File: src/rtl/wb_xbar_shared_if.sv
// Bundle of the master-side and slave-side WISHBONE signals of the shared-bus interconnect.
// The xbar modport is the interconnect's view; master/slave are the views of the attached agents.
interface wb_xbar_shared_if #(
   parameter int NM = 3,
   parameter int NS = 3,
   parameter int AW = 21,
   parameter int DW = 32,
   parameter int SW = 4
);
   logic [NM-1:0]    m_cyc_i;
   logic [NM-1:0]    m_stb_i;
   logic [NM-1:0]    m_we_i;
   logic [NM*AW-1:0] m_adr_i;
   logic [NM*DW-1:0] m_dat_i;
   logic [NM*SW-1:0] m_sel_i;
   logic [NM-1:0]    m_ack_o;
   logic [NM-1:0]    m_err_o;
   logic [NM-1:0]    m_rty_o;
   logic [DW-1:0]    m_dat_o;

   logic [NS-1:0]    s_cyc_o;
   logic [NS-1:0]    s_stb_o;
   logic [NS-1:0]    s_we_o;
   logic [NS*AW-1:0] s_adr_o;
   logic [DW-1:0]    s_dat_o;
   logic [SW-1:0]    s_sel_o;
   logic [NS-1:0]    s_ack_i;
   logic [NS-1:0]    s_err_i;
   logic [NS-1:0]    s_rty_i;
   logic [NS*DW-1:0] s_dat_i;

   // Handshake: a transfer completes on the clock edge where the granted master's cyc and stb
   // are high together with exactly one of ack/err/rty; the master may only change its request
   // after that edge.
   modport xbar (
      input  m_cyc_i, m_stb_i, m_we_i, m_adr_i, m_dat_i, m_sel_i,
      output m_ack_o, m_err_o, m_rty_o, m_dat_o,
      output s_cyc_o, s_stb_o, s_we_o, s_adr_o, s_dat_o, s_sel_o,
      input  s_ack_i, s_err_i, s_rty_i, s_dat_i
   );

   modport master (
      output m_cyc_i, m_stb_i, m_we_i, m_adr_i, m_dat_i, m_sel_i,
      input  m_ack_o, m_err_o, m_rty_o, m_dat_o
   );

   modport slave (
      input  s_cyc_o, s_stb_o, s_we_o, s_adr_o, s_dat_o, s_sel_o,
      output s_ack_i, s_err_i, s_rty_i, s_dat_i
   );
endinterface

File: src/rtl/wb_xbar_shared.sv
// Shared-bus WISHBONE interconnect: NM masters, NS slaves, registered round-robin arbitration,
// address decode with default-slave error and a watchdog that aborts unanswered accesses.
module wb_xbar_shared #(
   parameter int NM = 3,
   parameter int NS = 3,
   parameter int AW = 21,
   parameter int DW = 32,
   parameter int SW = 4,
   parameter logic [NS*AW-1:0] SLV_BASE = {21'h100000, 21'h000040, 21'h000000},
   parameter logic [NS*AW-1:0] SLV_MASK = {21'h0FFFFF, 21'h0FFFBF, 21'h0FFFBF},
   parameter int TIMEOUT = 255
) (
   input  logic          clk_i,
   input  logic          rst_i,
   wb_xbar_shared_if.xbar bus,
   output logic [NM-1:0] gnt_o,
   output logic [7:0]    timeout_cnt_o,
   output logic          state_o
);

   typedef enum logic {IDLE = 1'b0, BUSY = 1'b1} state_t;

   localparam int PW = (NM > 1) ? $clog2(NM) : 1;
   localparam int WW = (TIMEOUT > 1) ? $clog2(TIMEOUT + 1) : 1;

   state_t        state_q, state_d;
   logic [NM-1:0] gnt_q, gnt_d;
   logic [PW-1:0] ptr_q, ptr_d;
   logic [WW-1:0] wd_q, wd_d;
   logic [7:0]    tcnt_q, tcnt_d;

   logic          found;
   logic [PW-1:0] pick;

   logic          cyc, stb, we;
   logic [AW-1:0] adr;
   logic [DW-1:0] dat;
   logic [SW-1:0] bsel;

   logic [NS-1:0] slv;
   logic          slv_hit;
   logic [NS-1:0] slv_v;
   logic          req;
   logic          rsp_ack, rsp_err, rsp_rty, rsp_any;
   logic          unmapped;
   logic          wd_hit;
   logic [DW-1:0] rdat;

   always_ff @(posedge clk_i or negedge rst_i) begin
      if (!rst_i) begin
         state_q <= IDLE;
         gnt_q   <= '0;
         ptr_q   <= PW'(NM - 1);
         wd_q    <= '0;
         tcnt_q  <= '0;
      end else begin
         state_q <= state_d;
         gnt_q   <= gnt_d;
         ptr_q   <= ptr_d;
         wd_q    <= wd_d;
         tcnt_q  <= tcnt_d;
      end
   end

   // Round-robin: first requester strictly above the pointer, else the lowest requester.
   always_comb begin
      state_d = state_q;
      gnt_d   = gnt_q;
      ptr_d   = ptr_q;
      found   = 1'b0;
      pick    = '0;
      for (int j = 0; j < NM; j++) begin
         if (!found && bus.m_cyc_i[j] && (j > int'(ptr_q))) begin
            found = 1'b1;
            pick  = PW'(j);
         end
      end
      for (int j = 0; j < NM; j++) begin
         if (!found && bus.m_cyc_i[j]) begin
            found = 1'b1;
            pick  = PW'(j);
         end
      end
      case (state_q)
         IDLE: begin
            if (found) begin
               for (int j = 0; j < NM; j++) gnt_d[j] = (PW'(j) == pick);
               ptr_d   = pick;
               state_d = BUSY;
            end
         end
         BUSY: begin
            if (!(|(gnt_q & bus.m_cyc_i))) begin
               gnt_d   = '0;
               state_d = IDLE;
            end
         end
         default: begin
            gnt_d   = '0;
            state_d = IDLE;
         end
      endcase
   end

   always_comb begin
      cyc  = 1'b0;
      stb  = 1'b0;
      we   = 1'b0;
      adr  = '0;
      dat  = '0;
      bsel = '0;
      for (int i = 0; i < NM; i++) begin
         if (gnt_q[i]) begin
            cyc  = bus.m_cyc_i[i];
            stb  = bus.m_stb_i[i];
            we   = bus.m_we_i[i];
            adr  = bus.m_adr_i[i*AW +: AW];
            dat  = bus.m_dat_i[i*DW +: DW];
            bsel = bus.m_sel_i[i*SW +: SW];
         end
      end
   end

   // Lowest-index matching window wins when windows overlap.
   always_comb begin
      slv     = '0;
      slv_hit = 1'b0;
      for (int k = 0; k < NS; k++) begin
         if (!slv_hit && ((adr & ~SLV_MASK[k*AW +: AW]) == SLV_BASE[k*AW +: AW])) begin
            slv[k]  = 1'b1;
            slv_hit = 1'b1;
         end
      end
   end

   assign slv_v    = slv & {NS{cyc}};
   assign req      = cyc & stb;
   assign rsp_ack  = |(slv_v & bus.s_ack_i);
   assign rsp_err  = |(slv_v & bus.s_err_i);
   assign rsp_rty  = |(slv_v & bus.s_rty_i);
   assign rsp_any  = rsp_ack | rsp_err | rsp_rty;
   assign unmapped = req & ~slv_hit;
   // A real slave response in the limit cycle beats the timeout.
   assign wd_hit   = (TIMEOUT != 0) && req && slv_hit && !rsp_any && (wd_q == WW'(TIMEOUT));

   always_comb begin
      wd_d   = '0;
      tcnt_d = tcnt_q;
      if ((TIMEOUT != 0) && req && slv_hit && !rsp_any && !wd_hit && (gnt_d == gnt_q))
         wd_d = wd_q + WW'(1);
      if (wd_hit && (tcnt_q != 8'hFF))
         tcnt_d = tcnt_q + 8'd1;
   end

   always_comb begin
      rdat = '0;
      for (int k = 0; k < NS; k++) begin
         if (slv_v[k]) rdat = bus.s_dat_i[k*DW +: DW];
      end
   end

   assign bus.s_cyc_o = wd_hit ? '0 : slv_v;
   assign bus.s_stb_o = wd_hit ? '0 : (slv_v & {NS{stb}});
   assign bus.s_we_o  = slv_v & {NS{we}};
   assign bus.s_dat_o = dat;
   assign bus.s_sel_o = bsel;

   for (genvar k = 0; k < NS; k++) begin : g_sadr
      assign bus.s_adr_o[k*AW +: AW] = adr & SLV_MASK[k*AW +: AW];
   end

   assign bus.m_ack_o = gnt_q & {NM{rsp_ack}};
   assign bus.m_err_o = gnt_q & {NM{rsp_err | unmapped | wd_hit}};
   assign bus.m_rty_o = gnt_q & {NM{rsp_rty}};
   assign bus.m_dat_o = rdat;

   assign gnt_o         = gnt_q;
   assign timeout_cnt_o = tcnt_q;
   assign state_o       = (state_q == BUSY);

endmodule

File: src/flat_wrapper.sv
// flat-port wrapper written by rule: the top's interface ports become plain ports
module wb_xbar_shared_flat 
#(
   parameter int NM = 3,
   parameter int NS = 3,
   parameter int AW = 21,
   parameter int DW = 32,
   parameter int SW = 4,
   parameter logic [NS*AW-1:0] SLV_BASE = {21'h100000, 21'h000040, 21'h000000},
   parameter logic [NS*AW-1:0] SLV_MASK = {21'h0FFFFF, 21'h0FFFBF, 21'h0FFFBF},
   parameter int TIMEOUT = 255
)
  (clk_i, rst_i, gnt_o, timeout_cnt_o, state_o, bus_m_cyc_i, bus_m_stb_i, bus_m_we_i, bus_m_adr_i, bus_m_dat_i, bus_m_sel_i, bus_m_ack_o, bus_m_err_o, bus_m_rty_o, bus_m_dat_o, bus_s_cyc_o, bus_s_stb_o, bus_s_we_o, bus_s_adr_o, bus_s_dat_o, bus_s_sel_o, bus_s_ack_i, bus_s_err_i, bus_s_rty_i, bus_s_dat_i);
  wb_xbar_shared_if #(.NM(NM), .NS(NS), .AW(AW), .DW(DW), .SW(SW)) bus_i ();
  input  logic clk_i;
  input  logic rst_i;
  output logic [NM-1:0] gnt_o;
  output logic [7:0] timeout_cnt_o;
  output logic state_o;
  input wire logic [$bits(bus_i.m_cyc_i)-1:0] bus_m_cyc_i;
  input wire logic [$bits(bus_i.m_stb_i)-1:0] bus_m_stb_i;
  input wire logic [$bits(bus_i.m_we_i)-1:0] bus_m_we_i;
  input wire logic [$bits(bus_i.m_adr_i)-1:0] bus_m_adr_i;
  input wire logic [$bits(bus_i.m_dat_i)-1:0] bus_m_dat_i;
  input wire logic [$bits(bus_i.m_sel_i)-1:0] bus_m_sel_i;
  output wire logic [$bits(bus_i.m_ack_o)-1:0] bus_m_ack_o;
  output wire logic [$bits(bus_i.m_err_o)-1:0] bus_m_err_o;
  output wire logic [$bits(bus_i.m_rty_o)-1:0] bus_m_rty_o;
  output wire logic [$bits(bus_i.m_dat_o)-1:0] bus_m_dat_o;
  output wire logic [$bits(bus_i.s_cyc_o)-1:0] bus_s_cyc_o;
  output wire logic [$bits(bus_i.s_stb_o)-1:0] bus_s_stb_o;
  output wire logic [$bits(bus_i.s_we_o)-1:0] bus_s_we_o;
  output wire logic [$bits(bus_i.s_adr_o)-1:0] bus_s_adr_o;
  output wire logic [$bits(bus_i.s_dat_o)-1:0] bus_s_dat_o;
  output wire logic [$bits(bus_i.s_sel_o)-1:0] bus_s_sel_o;
  input wire logic [$bits(bus_i.s_ack_i)-1:0] bus_s_ack_i;
  input wire logic [$bits(bus_i.s_err_i)-1:0] bus_s_err_i;
  input wire logic [$bits(bus_i.s_rty_i)-1:0] bus_s_rty_i;
  input wire logic [$bits(bus_i.s_dat_i)-1:0] bus_s_dat_i;
  assign bus_i.m_cyc_i = bus_m_cyc_i;
  assign bus_i.m_stb_i = bus_m_stb_i;
  assign bus_i.m_we_i = bus_m_we_i;
  assign bus_i.m_adr_i = bus_m_adr_i;
  assign bus_i.m_dat_i = bus_m_dat_i;
  assign bus_i.m_sel_i = bus_m_sel_i;
  assign bus_m_ack_o = bus_i.m_ack_o;
  assign bus_m_err_o = bus_i.m_err_o;
  assign bus_m_rty_o = bus_i.m_rty_o;
  assign bus_m_dat_o = bus_i.m_dat_o;
  assign bus_s_cyc_o = bus_i.s_cyc_o;
  assign bus_s_stb_o = bus_i.s_stb_o;
  assign bus_s_we_o = bus_i.s_we_o;
  assign bus_s_adr_o = bus_i.s_adr_o;
  assign bus_s_dat_o = bus_i.s_dat_o;
  assign bus_s_sel_o = bus_i.s_sel_o;
  assign bus_i.s_ack_i = bus_s_ack_i;
  assign bus_i.s_err_i = bus_s_err_i;
  assign bus_i.s_rty_i = bus_s_rty_i;
  assign bus_i.s_dat_i = bus_s_dat_i;
  wb_xbar_shared #(.NM(NM), .NS(NS), .AW(AW), .DW(DW), .SW(SW), .SLV_BASE(SLV_BASE), .SLV_MASK(SLV_MASK), .TIMEOUT(TIMEOUT)) u_core (.clk_i(clk_i), .rst_i(rst_i), .bus(bus_i), .gnt_o(gnt_o), .timeout_cnt_o(timeout_cnt_o), .state_o(state_o));
endmodule
File: config.mk
export PLATFORM = sky130hd
export DESIGN_NAME = wb_xbar_shared_flat
export DESIGN_NICKNAME = d
export VERILOG_FILES = /design/src/rtl/wb_xbar_shared_if.sv /design/src/rtl/wb_xbar_shared.sv /design/src/flat_wrapper.sv
export SDC_FILE = /design/constraint.sdc
export NUM_CORES = 1
export LEC_CHECK = 0
export BUFFER_PORTS_ARGS = -buffer_cell sky130_fd_sc_hd__buf_2
export CORE_AREA = 2 2 173 175
export DETAILED_ROUTE_END_ITERATION = 12
export DIE_AREA = 0 0 175 177
export PLACE_DENSITY = 0.35
export SYNTH_ARGS = -nofsm -noshare
export SYNTH_HDL_FRONTEND = slang
export SYNTH_SLANG_ARGS = --single-unit
File: constraint.sdc
create_clock -name clk_i -period 6.15 [get_ports clk_i]
set_input_delay 0 -clock clk_i [delete_from_list [all_inputs] [get_ports clk_i]]
set_output_delay 0 -clock clk_i [all_outputs]
set_load 0.01 [all_outputs]
# Yosys cells after proc, flatten, opt, wreduce, memory -nomap -nowiden
# Index checks and enable logic that the tools add are counted.
# classes
addsub	2
n_lt_le_gt_ge	2
eq_ne	6
mux	45
bitwise	18
n_reduce_logical	29
# op_table
operator	n
2-to-1 mux 32 bit	6
2-to-1 mux 21 bit	3
AND 3 bit	10
2-to-1 mux 1 bit	22
zero test 21 bit	1
adder 8 x 1 -> 8 bit (second input constant)	2
logical AND 1 bit	14
2-to-1 mux 3 bit	4
2-to-1 mux 4 bit	3
OR reduction 3 bit	4
== test 8 bit (second input constant)	1
zero test 1 bit	8
2-to-1 mux 2 bit	4
2-to-1 mux 8 bit	1
inequality test 8 bit (second input constant)	1
one-hot mux 3 bit (2 select lines)	1
bitwise OR 1 bit	4
== test 3 bit	1
AND 1 bit	2
== test 1 x 2 -> 1 bit (first input constant)	1
== test 2 x 1 -> 1 bit (second input constant)	1
== test 2 bit (first input constant)	1
greater-than comparator 1 x 2 -> 1 bit (first input constant)	1
greater-than comparator 2 bit (first input constant)	1
other kinds (4)	5
# word_totals
reg_bits	22
in_bits	287
out_inout_bits	161
elab_cells	107

# Depth between registers and ports, before layout
# Gate-level depths: netlist of run 1.
# logic_depth
depth_word	23
depth_mapped	9
mapped_depth_nobuf	7

# Least setup slack after synthesis of run 1
# No wires, ideal clock.
# synth_path
kind	reg2reg
start	register u_core.gnt_q[2], in the netlist u_core.gnt_o[2]
end	register u_core.tcnt_q[1], in the netlist u_core.timeout_cnt_o[1]
setup_ps	128
arrival_ps	2218
required_ps	6022
path_slack_ps	3804
path_stages_with_launch	9
n_path_buf	2
period_less_slack_ps	2346
cell_sequence	dfrtp_1 > buf_4 > nor2b_1 > a21o_1 > buf_2 > a2111oi_4 > nor2_2 > nor4b_4 > mux2_1
# synth_between
elab_chain_len	18
elab_cells_between_ends	29
cone_classes	1 x eq/ne; 8 x mux; 7 x bitwise; 13 x reduce/logical
# synth_lines
element	line	rtl
from (decl)	wb_xbar_shared.sv:27	logic [NM-1:0] gnt_q, gnt_d;
from (signal assigned)	wb_xbar_shared.sv:58	gnt_q <= gnt_d;
2-to-1 mux 21 bit	wb_xbar_shared.sv:113	if (gnt_q[i]) begin
zero test 21 bit	wb_xbar_shared.sv:129	if (!slv_hit && ((adr & ~SLV_MASK[k*AW +: AW]) == SLV_BASE[k*AW +: AW])) begin
2-to-1 mux 1 bit	wb_xbar_shared.sv:129	
zero test 1 bit	wb_xbar_shared.sv:129	
logical AND 1 bit	wb_xbar_shared.sv:129	
2-to-1 mux 1 bit	wb_xbar_shared.sv:129	
zero test 1 bit	wb_xbar_shared.sv:129	
logical AND 1 bit	wb_xbar_shared.sv:129	
2-to-1 mux 1 bit	wb_xbar_shared.sv:129	
AND 3 bit	wb_xbar_shared.sv:136	assign slv_v = slv & {NS{cyc}};
AND 3 bit, on equally long branches	wb_xbar_shared.sv:138, wb_xbar_shared.sv:139	
OR reduction 3 bit, on equally long branches	wb_xbar_shared.sv:138, wb_xbar_shared.sv:139	
bitwise OR 1 bit (2 in series)	wb_xbar_shared.sv:141	assign rsp_any = rsp_ack | rsp_err | rsp_rty;
zero test 1 bit	wb_xbar_shared.sv:144	assign wd_hit = (TIMEOUT != 0) && req && slv_hit && !rsp_any && (wd_q == WW'(TIMEOUT));
logical AND 1 bit (*) (2 in series)	wb_xbar_shared.sv:144	
logical AND 1 bit (*)	wb_xbar_shared.sv:151	if (wd_hit && (tcnt_q != 8'hFF))
to (signal assigned)	wb_xbar_shared.sv:61	tcnt_q <= tcnt_d;
to (decl)	wb_xbar_shared.sv:30	logic [7:0] tcnt_q, tcnt_d;
# Mark *: on every way between the ends. The rest lies on a longest branch, timed or not.
# A chain may end at the register's enable or synchronous reset.

# Worst setup path after layout of run 1
# layout_path
start	register u_core.gnt_q[2], in the netlist u_core.gnt_o[2]
end	output bus_s_stb_o[2]
# layout_between
elab_chain_len	18
elab_cells_between_ends	30
cone_classes	1 x eq/ne; 9 x mux; 8 x bitwise; 12 x reduce/logical
# layout_lines
element	line	rtl
2-to-1 mux 21 bit	wb_xbar_shared.sv:113	
zero test 21 bit	wb_xbar_shared.sv:129	
2-to-1 mux 1 bit	wb_xbar_shared.sv:129	
zero test 1 bit	wb_xbar_shared.sv:129	
logical AND 1 bit	wb_xbar_shared.sv:129	
2-to-1 mux 1 bit	wb_xbar_shared.sv:129	
zero test 1 bit	wb_xbar_shared.sv:129	
logical AND 1 bit	wb_xbar_shared.sv:129	
2-to-1 mux 1 bit	wb_xbar_shared.sv:129	
AND 3 bit	wb_xbar_shared.sv:136	
AND 3 bit, on equally long branches	wb_xbar_shared.sv:138, wb_xbar_shared.sv:139	
OR reduction 3 bit, on equally long branches	wb_xbar_shared.sv:138, wb_xbar_shared.sv:139	
bitwise OR 1 bit (2 in series)	wb_xbar_shared.sv:141	
zero test 1 bit	wb_xbar_shared.sv:144	
logical AND 1 bit (2 in series)	wb_xbar_shared.sv:144	
2-to-1 mux 3 bit (*)	wb_xbar_shared.sv:163	assign bus.s_stb_o = wd_hit ? '0 : (slv_v & {NS{stb}});
to (decl)	flat_wrapper.sv:31	output wire logic [$bits(bus_i.s_stb_o)-1:0] bus_s_stb_o;
# Marks and branches as above.

==> flow_summary.toml, run 1 <==
[yosys]
yosysUniqueCellTypes = 55
synth_ff_type = "sky130_fd_sc_hd__dfrtp_1"
synth.top_cells.by_count = "sky130_fd_sc_hd__nand2_1 (135), sky130_fd_sc_hd__o21ai_0 (64), sky130_fd_sc_hd__a22oi_1 (57)"
biggest_area_consumer_among_synthesized_cells = "sky130_fd_sc_hd__dfrtp_1"
synth_largest_type_area_fraction = 0.142
syn_area_um2 = 3690
synthesis.yosys.warnings = 0
synth-seq-area-share = 0.150
post_synthesis_mean_instance_area_um2 = 6.43
postSynthRegisterBits = 22
share_of_synthesized_registers_carrying_an_async_set_or_reset = 1.00
ys_top_cells_by_area = "sky130_fd_sc_hd__dfrtp_1 (14%), sky130_fd_sc_hd__nand2_1 (14%), sky130_fd_sc_hd__a22oi_1 (12%)"
syn-instance-count = 574
post-synth-top-count-cell = "sky130_fd_sc_hd__nand2_1"
number_of_enable_type_register_cells_in_the_synthesized_netlist = 0

[global_route]
grt_first_pass_wirelength_mm = 30.7
grt-ovfl-total = 0
antenna_found_initial = 2
maximum_number_of_pins_on_one_net_before_global_route_repair = 100
grt_util_all_layers = 0.129
number_of_global_route_vias_before_repair = 4907

[placed_design]
hpwl_mm = 18.8
gp_congestion = 0.773
placement.io_buffers = 442
dp_worst_setup_slack_ns = 2.38

[sta]
grt_setup_unrepaired = "false"
maxSlewHeadroom = 0.285
final_min_period_over_clock_period = 0.646
setup_slack_ns = 2.18
final_max_slew_viol_count = 0
worst_case_hold_slack_ns = 0.100
tightest_slew_ns = 1.07
fin_worst_skew_ns = 0.00451
fmax_mhz = 252
period_needed_ns = 3.97
final-setup-viol-count = 0
setup-tns-final_ns = 0
finalHoldViolCount = 0

[setup_path]
cp_max_fo = 99
timing.critical_path.depth = 8
data_required_time_at_the_worst_endpoint_ns = 6.15
reg2reg_depth = 8
path_cells = "buf_4 -> a22o_2 -> buf_4 -> nor2_1 -> o22ai_1 -> o21ai_0 -> nor2_1 -> buf_2"
delay_heaviest_family_cp = "buffers and inverters"
critPathKind = "register to output port"
timing.critical_path.arrival_ns = 3.97
crit_path_start_kind = "register"
worst-path-buf-inv = 3
startpoint_of_the_worst_setup_timing_path = "u_core.gnt_o[2]"
cp-end-kind = "output port"
slowest_stage = "sky130_fd_sc_hd__buf_4"
stage_delay_of_the_slowest_cell_on_the_critical_path_ns = 0.72
r2r_start = "u_core.gnt_o[2]"

[layout]
antenna_cells_inserted = 0
final_net_count = 1229
nFillCells = 3425
post_route_cells_drive_above_1_share = 0.506
fin_util = 0.206
flow.area_growth_from_synthesis_pct = 63.6

[pwr]
power_leakage_nw = 3.16
p_per_area_nw_per_um2 = 393
vdd_drop_max_mv = 0.112
total_power_mw = 2.37

[routing]
drt-vias-per-instance = 4.08
finalWirelength_mm = 22.1
detailedRoute.firstPassIterationCount = 4
detailroute.via_count = 5421
route.antenna.remaining_nets = 0
route.detailed.wl_per_inst_um = 16.6
post-route-drc-count = 0
dr.first_iter.drc_count = 205

[cts]
cts.root.buffer_cell = "sky130_fd_sc_hd__clkbuf_16"
cts_buffer_depth = 2
tritoncts.num_buffers = 3
insertion_delay_ns = 0.25
clkTransAtPathRegs_ns = 0.06
tritoncts = "yes"
cts.htree.levels = 1
cts_post_setup_buffers_inserted = 0
tritoncts_num_sinks = 22

[worst_hold_path]
min-delay-path-class = "input pin to register"
hold_path_startpoint = "bus_m_cyc_i[2]"
hold_path_depth = 3

[job]
timing.max_cap.violations = 0

[floorplanning]
design.portCount = 448
design.core.area_um2 = 29200
number_of_placement_rows = 63
floorplan.initialDensity = 0.126
floorplan.die.height_um = 177
fp.dieW_um = 175
design.die.area_um2 = 31000

[run_status]
run_status = "finished clean"
[worst register-to-register path, stage by stage, from the launching register on]
cell and delay (ns):
sky130_fd_sc_hd__dfrtp_4 0.61, sky130_fd_sc_hd__buf_4 0.73, sky130_fd_sc_hd__a21oi_2 0.16, sky130_fd_sc_hd__a22o_2 0.41, sky130_fd_sc_hd__buf_4 0.34, sky130_fd_sc_hd__nor2_1 0.28, sky130_fd_sc_hd__o21ai_2 0.12, sky130_fd_sc_hd__or4_1 0.77
sky130_fd_sc_hd__nor3_2 0.26
[power by group]
part           switching (mW)  internal [mW]
clock                  0.0526         0.0884
combinational            1.30          0.698
sequential             0.0674          0.167
[registers in the layout, summed over array words and instances, names as in the netlist]
register / flops
u_core.gnt_o: 3
u_core.wd_q: 8
u_core.ptr_q: 2
u_core.state_o: 1
u_core.timeout_cnt_o: 8
[per-layer routing]
layer | up-vias | track usage | routed length (µm)
met5 | - | 0 | 23
met4 | 4 | 0.0125 | 94
met3 | 8 | 0.0204 | 1430
met2 | 257 | 0.235 | 11400
met1 | 2417 | 0.165 | 9190
li1 | 2735 | - | -
[timing repair]
| item | in CTS | in global routing |
|---|---|---|
| gates resized for setup | 0 | 0 |
| hold buffers | 1 | 0 |
| endpoints found under the setup margin | 0 | 0 |
| endpoints found under the hold margin | 21 | 0 |
[final timing paths]
check | end | slack, ns
worst max-delay path | bus_s_stb_o[2] | 2.18
worst min-delay path | u_core.state_o | 0.10
worst max register to register | u_core.wd_q[4] | 2.37
worst min register to register | u_core.timeout_cnt_o[4] | 0.48
max in group asynchronous | u_core.gnt_o[2] | 5.45
min in group asynchronous | u_core.timeout_cnt_o[1] | 0.28
[cells in the final DEF, fill, tap and decap left out, types with 6 or more instances in the layout]
master and count:
sky130_fd_sc_hd__o21ai_0 64, sky130_fd_sc_hd__nor2b_1 8, sky130_fd_sc_hd__a21oi_1 8, sky130_fd_sc_hd__xor2_1 9
sky130_fd_sc_hd__a22oi_1 57, sky130_fd_sc_hd__nor3_2 7, sky130_fd_sc_hd__a311oi_1 32, sky130_fd_sc_hd__nor3_1 7
sky130_fd_sc_hd__nand2_1 135, sky130_fd_sc_hd__buf_4 7, sky130_fd_sc_hd__and3_1 6, sky130_fd_sc_hd__nor2_1 56
sky130_fd_sc_hd__nand3_1 8, sky130_fd_sc_hd__buf_2 442, sky130_fd_sc_hd__dfrtp_1 19
[cell type report]
type	instances	area, µm²	share of cell area
multi-input combinational	457	2620	0.433
clock buffer	4	78.8	0.0131
timing repair buffer	450	2270	0.377
sequential	22	557	0.0922
inverter	6	22.5	0.00373
tap	390	488	0.0808
[through the flow]
step | std cells | area (µm²)
floorplan | 578 | 3700
global placement | 1324 | 5950
detailed placement | 1324 | 5950
CTS | 1329 | 6040
global route | 1329 | 6040
finish | 1329 | 6040
[logic make-up (layout without fill, tap and decap cells)]
logic type,count (synthesis),in the layout,share of synthesized area
fa+ha+maj,2,2,0.00678
mux,2,2,0.00611
compound gates,184,184,0.348
other cells,1,5,0.00102
xor+xnor,13,13,0.0309
flops,22,22,0.150
buf+inv,99,460,0.150
simple gates,251,251,0.307
Note: power is estimated with default switching activity, not from simulation.
==> run 2: changes to the inputs <==
- PLACE_DENSITY: 0.35 -> 0.37
- clock period: 6.15 -> 3.4 ns (I/O delays scaled with it)
==> flow_summary.toml, run 2 (synthesized netlist as in run 1, its figures left out) <==
[floorplanning]
design.portCount = 448
design.die.area_um2 = 31000
number_of_placement_rows = 63
fp.dieW_um = 175
floorplan.initialDensity = 0.126
floorplan.die.height_um = 177
design.core.area_um2 = 29200

[setup_path]
slowest_stage = "sky130_fd_sc_hd__dfrtp_1"
cp_max_fo = 18
timing.critical_path.depth = 8
crit_path_start_kind = "register"
reg2reg_depth = 6
cp-end-kind = "output port"
worst-path-buf-inv = 2
r2r_setup_slack_ns = 0.68
stage_delay_of_the_slowest_cell_on_the_critical_path_ns = 0.61
critPathKind = "register to output port"
delay_heaviest_family_cp = "compound AO/OA/AOI/OAI gates"
timing.critical_path.arrival_ns = 2.91
data_required_time_at_the_worst_endpoint_ns = 3.40
path_cells = "nand3b_1 -> a21o_1 -> buf_4 -> a2111oi_4 -> nor2_2 -> o31ai_1 -> nor2_1 -> buf_2"

[global_route]
antenna_found_initial = 1
number_of_global_route_vias_before_repair = 5145
maximum_number_of_pins_on_one_net_before_global_route_repair = 71
grt_util_all_layers = 0.132
grt-ovfl-total = 0
grt_first_pass_wirelength_mm = 31.3

[cts]
tritoncts_num_sinks = 22
cts.root.buffer_cell = "sky130_fd_sc_hd__clkbuf_16"
tritoncts = "yes"
cts_resized = 0
cts.hold.buffers_added = 1
cts_buffer_depth = 2
clkTransAtPathRegs_ns = 0.06
cts_post_setup_buffers_inserted = 0
cts.htree.levels = 1
insertion_delay_ns = 0.26
tritoncts.num_buffers = 3

[routing]
detailedRoute.firstPassIterationCount = 5
finalWirelength_mm = 22.1
route.antenna.remaining_nets = 0
drt-vias-per-instance = 4.12
route.detailed.wl_per_inst_um = 16.5
dr.first_iter.drc_count = 305
post-route-drc-count = 0
detailroute.via_count = 5509

[run_status]
run_status = "finished clean"

[job]
timing.max_cap.violations = 0

[sta]
fin_worst_skew_ns = 0.00119
tightest_slew_ns = 0.740
fmax_mhz = 343
final_max_slew_viol_count = 0
final_min_period_over_clock_period = 0.857
final-setup-viol-count = 0
worst_case_hold_slack_ns = 0.0820
maxSlewHeadroom = 0.502
period_needed_ns = 2.91
finalHoldViolCount = 0
grt_setup_unrepaired = "false"
setup-tns-final_ns = 0

[placed_design]
placement.io_buffers = 442
placedCellCount = 1330
gp_congestion = 0.774
hpwl_mm = 19.0

[pwr]
p_per_area_nw_per_um2 = 726
power_leakage_nw = 3.20
vdd_drop_max_mv = 0.237
total_power_mw = 4.44

[worst_hold_path]
hold_path_depth = 3
min-delay-path-class = "input pin to register"

[layout]
nFillCells = 3397
multi_input_area_um2 = 2620
final_net_count = 1235
layout.cells.non_filler = 1336
fin_util = 0.209
post_route_cells_drive_above_1_share = 0.510
layout.area.seq_um2 = 557
flow.area_growth_from_synthesis_pct = 65.6
mostFrequentLayoutCell = "sky130_fd_sc_hd__buf_2"
final_cell_mix = "sky130_fd_sc_hd__buf_2 (442), sky130_fd_sc_hd__nand2_1 (135), sky130_fd_sc_hd__o21ai_0 (64)"
[run 2: cell count changes in the layout (fill, tap and decap cells not counted), sizes merged]
cell	delta
diode	+1
buf	+6
clkbuf	-1
bufinv	+1
[run 2: per-stage QoR]
step | cell area [µm²] | worst slack (ns)
6_report | 6110 | 0.486
5_1_grt | 6110 | 0.264
4_1_cts | 6110 | 0.452
3_5_place_dp | 5990 | 0.660
3_3_place_gp | 5990 | 0.699
2_1_floorplan | 3700 | 1.05
[run 2: path summary, 6_finish.rpt]
| check | end | startpoint |
|---|---|---|
| worst max-delay path | bus_s_cyc_o[0] | u_core.gnt_o[0] |
| worst min-delay path | u_core.state_o | bus_m_cyc_i[2] |
| worst max register to register | u_core.wd_q[4] | u_core.gnt_o[2] |
| worst min register to register | u_core.timeout_cnt_o[4] | u_core.timeout_cnt_o[4] |
| max in group asynchronous | u_core.gnt_o[2] | rst_i |
| min in group asynchronous | u_core.wd_q[3] | rst_i |
[run 2: worst reg2reg max path: stages, from the launching register on]
cell                       delay, ns
sky130_fd_sc_hd__dfrtp_4        0.50
sky130_fd_sc_hd__buf_4          0.42
sky130_fd_sc_hd__a221oi_1       0.17
sky130_fd_sc_hd__nor3_4         0.36
sky130_fd_sc_hd__o21ai_2        0.17
sky130_fd_sc_hd__or4_1          0.77
sky130_fd_sc_hd__nor3_2         0.25
[run 2: power by group]
part / total (mW) / switching (mW) / internal [mW]
clock: 0.338 / 0.104 / 0.234
sequential: 0.379 / 0.0768 / 0.302
combinational: 3.72 / 2.42 / 1.30
total: 4.44 / 2.60 / 1.84
[run 2: layout make-up]
class                   count  share of cell area
multi-input cells         457               0.428
repair buffers            456               0.380
flip-flops and latches     22              0.0911
well taps                 390              0.0799
clock buffers               3              0.0123
clock inverters             1             0.00492
inverters                   6             0.00369
diodes                      1            0.000410
[run 2: layer usage]
layer  routed length (µm)  GRT usage  up-vias
met1                 9120      0.169     2481
met4                   55     0.0132        0
li1                     -          -     2747
met5                    0          0        -
met3                 1490     0.0204        4
met2                11400      0.239      277
==> run 3: changes to the inputs <==
- CELL_PAD_IN_SITES_DETAIL_PLACEMENT: not set -> 1
- CELL_PAD_IN_SITES_GLOBAL_PLACEMENT: not set -> 2
- CORE_AREA: 2 2 173 175 -> 2 2 172 174
- DIE_AREA: 0 0 175 177 -> 0 0 174 176
- GPL_TIMING_DRIVEN: not set -> 0
- PLACE_DENSITY: 0.37 -> 0.76
==> flow_summary.toml, run 3 (synthesized netlist as in run 1, its figures left out) <==
[placed_design]
hpwl_mm = 22.5
placement.io_buffers = 441
gp_congestion = 0.824
placedCellCount = 1403

[setup_path]
critPathKind = "register to output port"
data_required_time_at_the_worst_endpoint_ns = 3.40
path_cells = "buf_2 -> a21oi_2 -> a22o_1 -> clkbuf_1 -> clkbuf_2 -> buf_1 -> nand2_1 -> nor2_1 -> buf_2"
critical_path.most_common_cell = "sky130_fd_sc_hd__buf_2"
stage_delay_of_the_slowest_cell_on_the_critical_path_ns = 0.48
cp_max_fo = 10
slowest_stage = "sky130_fd_sc_hd__dfrtp_1"
timing.critical_path.arrival_ns = 3.02
reg2reg_depth = 8
crit_path_start_kind = "register"
cp-end-kind = "output port"

[routing]
route.antenna.remaining_nets = 0
post-route-drc-count = 0
drt-vias-per-instance = 4.23
finalWirelength_mm = 25.8
detailedRoute.firstPassIterationCount = 4
detailroute.via_count = 5962
route.detailed.wl_per_inst_um = 18.3
dr.first_iter.drc_count = 223

[layout]
fin_util = 0.228
final_net_count = 1314
antenna_cells_inserted = 0
flow.area_growth_from_synthesis_pct = 76.6
nFillCells = 3757
layout.cells.non_filler = 1408
multi_input_area_um2 = 2600
post_route_cells_drive_above_1_share = 0.504
layout.area.seq_um2 = 552
mostFrequentLayoutCell = "sky130_fd_sc_hd__buf_2"
final_cell_mix = "sky130_fd_sc_hd__buf_2 (443), sky130_fd_sc_hd__nand2_1 (135), sky130_fd_sc_hd__o21ai_0 (64)"

[floorplanning]
fp.dieW_um = 174
floorplan.initialDensity = 0.129
floorplan.die.height_um = 176
number_of_placement_rows = 62
design.die.area_um2 = 30600
design.core.area_um2 = 28500
design.portCount = 448

[global_route]
maximum_number_of_pins_on_one_net_before_global_route_repair = 23
grt-ovfl-total = 0
grt_util_all_layers = 0.157
antenna_found_initial = 2
number_of_global_route_vias_before_repair = 6169
grt_first_pass_wirelength_mm = 37.3

[sta]
final_max_slew_viol_count = 0
finalHoldViolCount = 0
maxSlewHeadroom = 0.374
final_min_period_over_clock_period = 0.889
fmax_mhz = 331
final-setup-viol-count = 0
period_needed_ns = 3.02
worst_case_hold_slack_ns = 0.0947
tightest_slew_ns = 0.934
grt_setup_unrepaired = "false"
setup-tns-final_ns = 0
fin_worst_skew_ns = 0.00436

[cts]
cts_post_setup_buffers_inserted = 0
insertion_delay_ns = 0.26
tritoncts_num_sinks = 22
clkTransAtPathRegs_ns = 0.06
cts_buffer_depth = 2
cts.root.buffer_cell = "sky130_fd_sc_hd__clkbuf_16"
tritoncts.num_buffers = 3
tritoncts = "yes"
cts.htree.levels = 1

[worst_hold_path]
hold_path_depth = 4
min-delay-path-class = "input pin to register"

[pwr]
p_per_area_nw_per_um2 = 764
vdd_drop_max_mv = 0.193
power_leakage_nw = 3.45
total_power_mw = 4.98

[job]
timing.max_cap.violations = 0

[run_status]
run_status = "finished clean"
==> run 3: changes by cell type in the layout (fill, tap and decap cells not counted), sizes merged <==
cell / before / now
clkbuf: 3 / 43
buf: 455 / 494
diode: 1 / 0
==> run 3: layer usage <==
metal,wire (µm),track usage
met1,10400,0.188
met2,13700,0.304
met4,138,0.0130
met5,9,0
met3,1520,0.0235
==> run 3: worst max-delay path, delay by kind of cell, from the launching register on <==
family / cells / cell delay, ns
AOI/OAI and AO/OA: 2 / 0.42
buffers and inverters: 5 / 1.53
and+or+nand+nor: 2 / 0.33
DFF: 1 / 0.48
==> run 3: what timing repair did <==
item | 4_1_cts | 5_1_grt
setup endpoints to repair | 0 | 12
resized for setup | 0 | 5
hold buffers | 1 | 0
hold endpoints to repair | 21 | 0
==> run 3: power breakdown <==
part	internal [mW]	switching [mW]
sequential	0.298	0.0418
clock	0.234	0.0949
combinational	1.58	2.73
==> run 3: stage by stage <==
| stage | worst slack, ns | instance area [µm²] |
|---|---|---|
| 2_1_floorplan | 1.05 | 3700 |
| 5_1_grt | 0.0458 | 6510 |
| 3_3_place_gp | 0.426 | 6390 |
| 3_5_place_dp | 0.404 | 6390 |
| 6_report | 0.377 | 6510 |
| 4_1_cts | 0.114 | 6510 |
==> run 3: final timing paths <==
kind	start	to	slack, ns
hold / removal	bus_m_cyc_i[0]	u_core.ptr_q[1]	0.09
max in group asynchronous	rst_i	u_core.ptr_q[1]	2.77
setup reg to reg	u_core.gnt_o[1]	u_core.timeout_cnt_o[1]	0.59
hold reg to reg	u_core.timeout_cnt_o[4]	u_core.timeout_cnt_o[4]	0.50
setup / recovery	u_core.gnt_o[1]	bus_s_stb_o[0]	0.38
min in group asynchronous	rst_i	u_core.timeout_cnt_o[4]	0.27
==> run 3: cell type report <==
type,count,area share
Buffer,93,0.0820
Clock buffer,3,0.0115
Clock inverter,1,0.00461
Inverter,6,0.00346
Multi-Input combinational cell,457,0.399
Sequential cell,22,0.0847
Tap cell,384,0.0738
Timing Repair Buffer,442,0.340
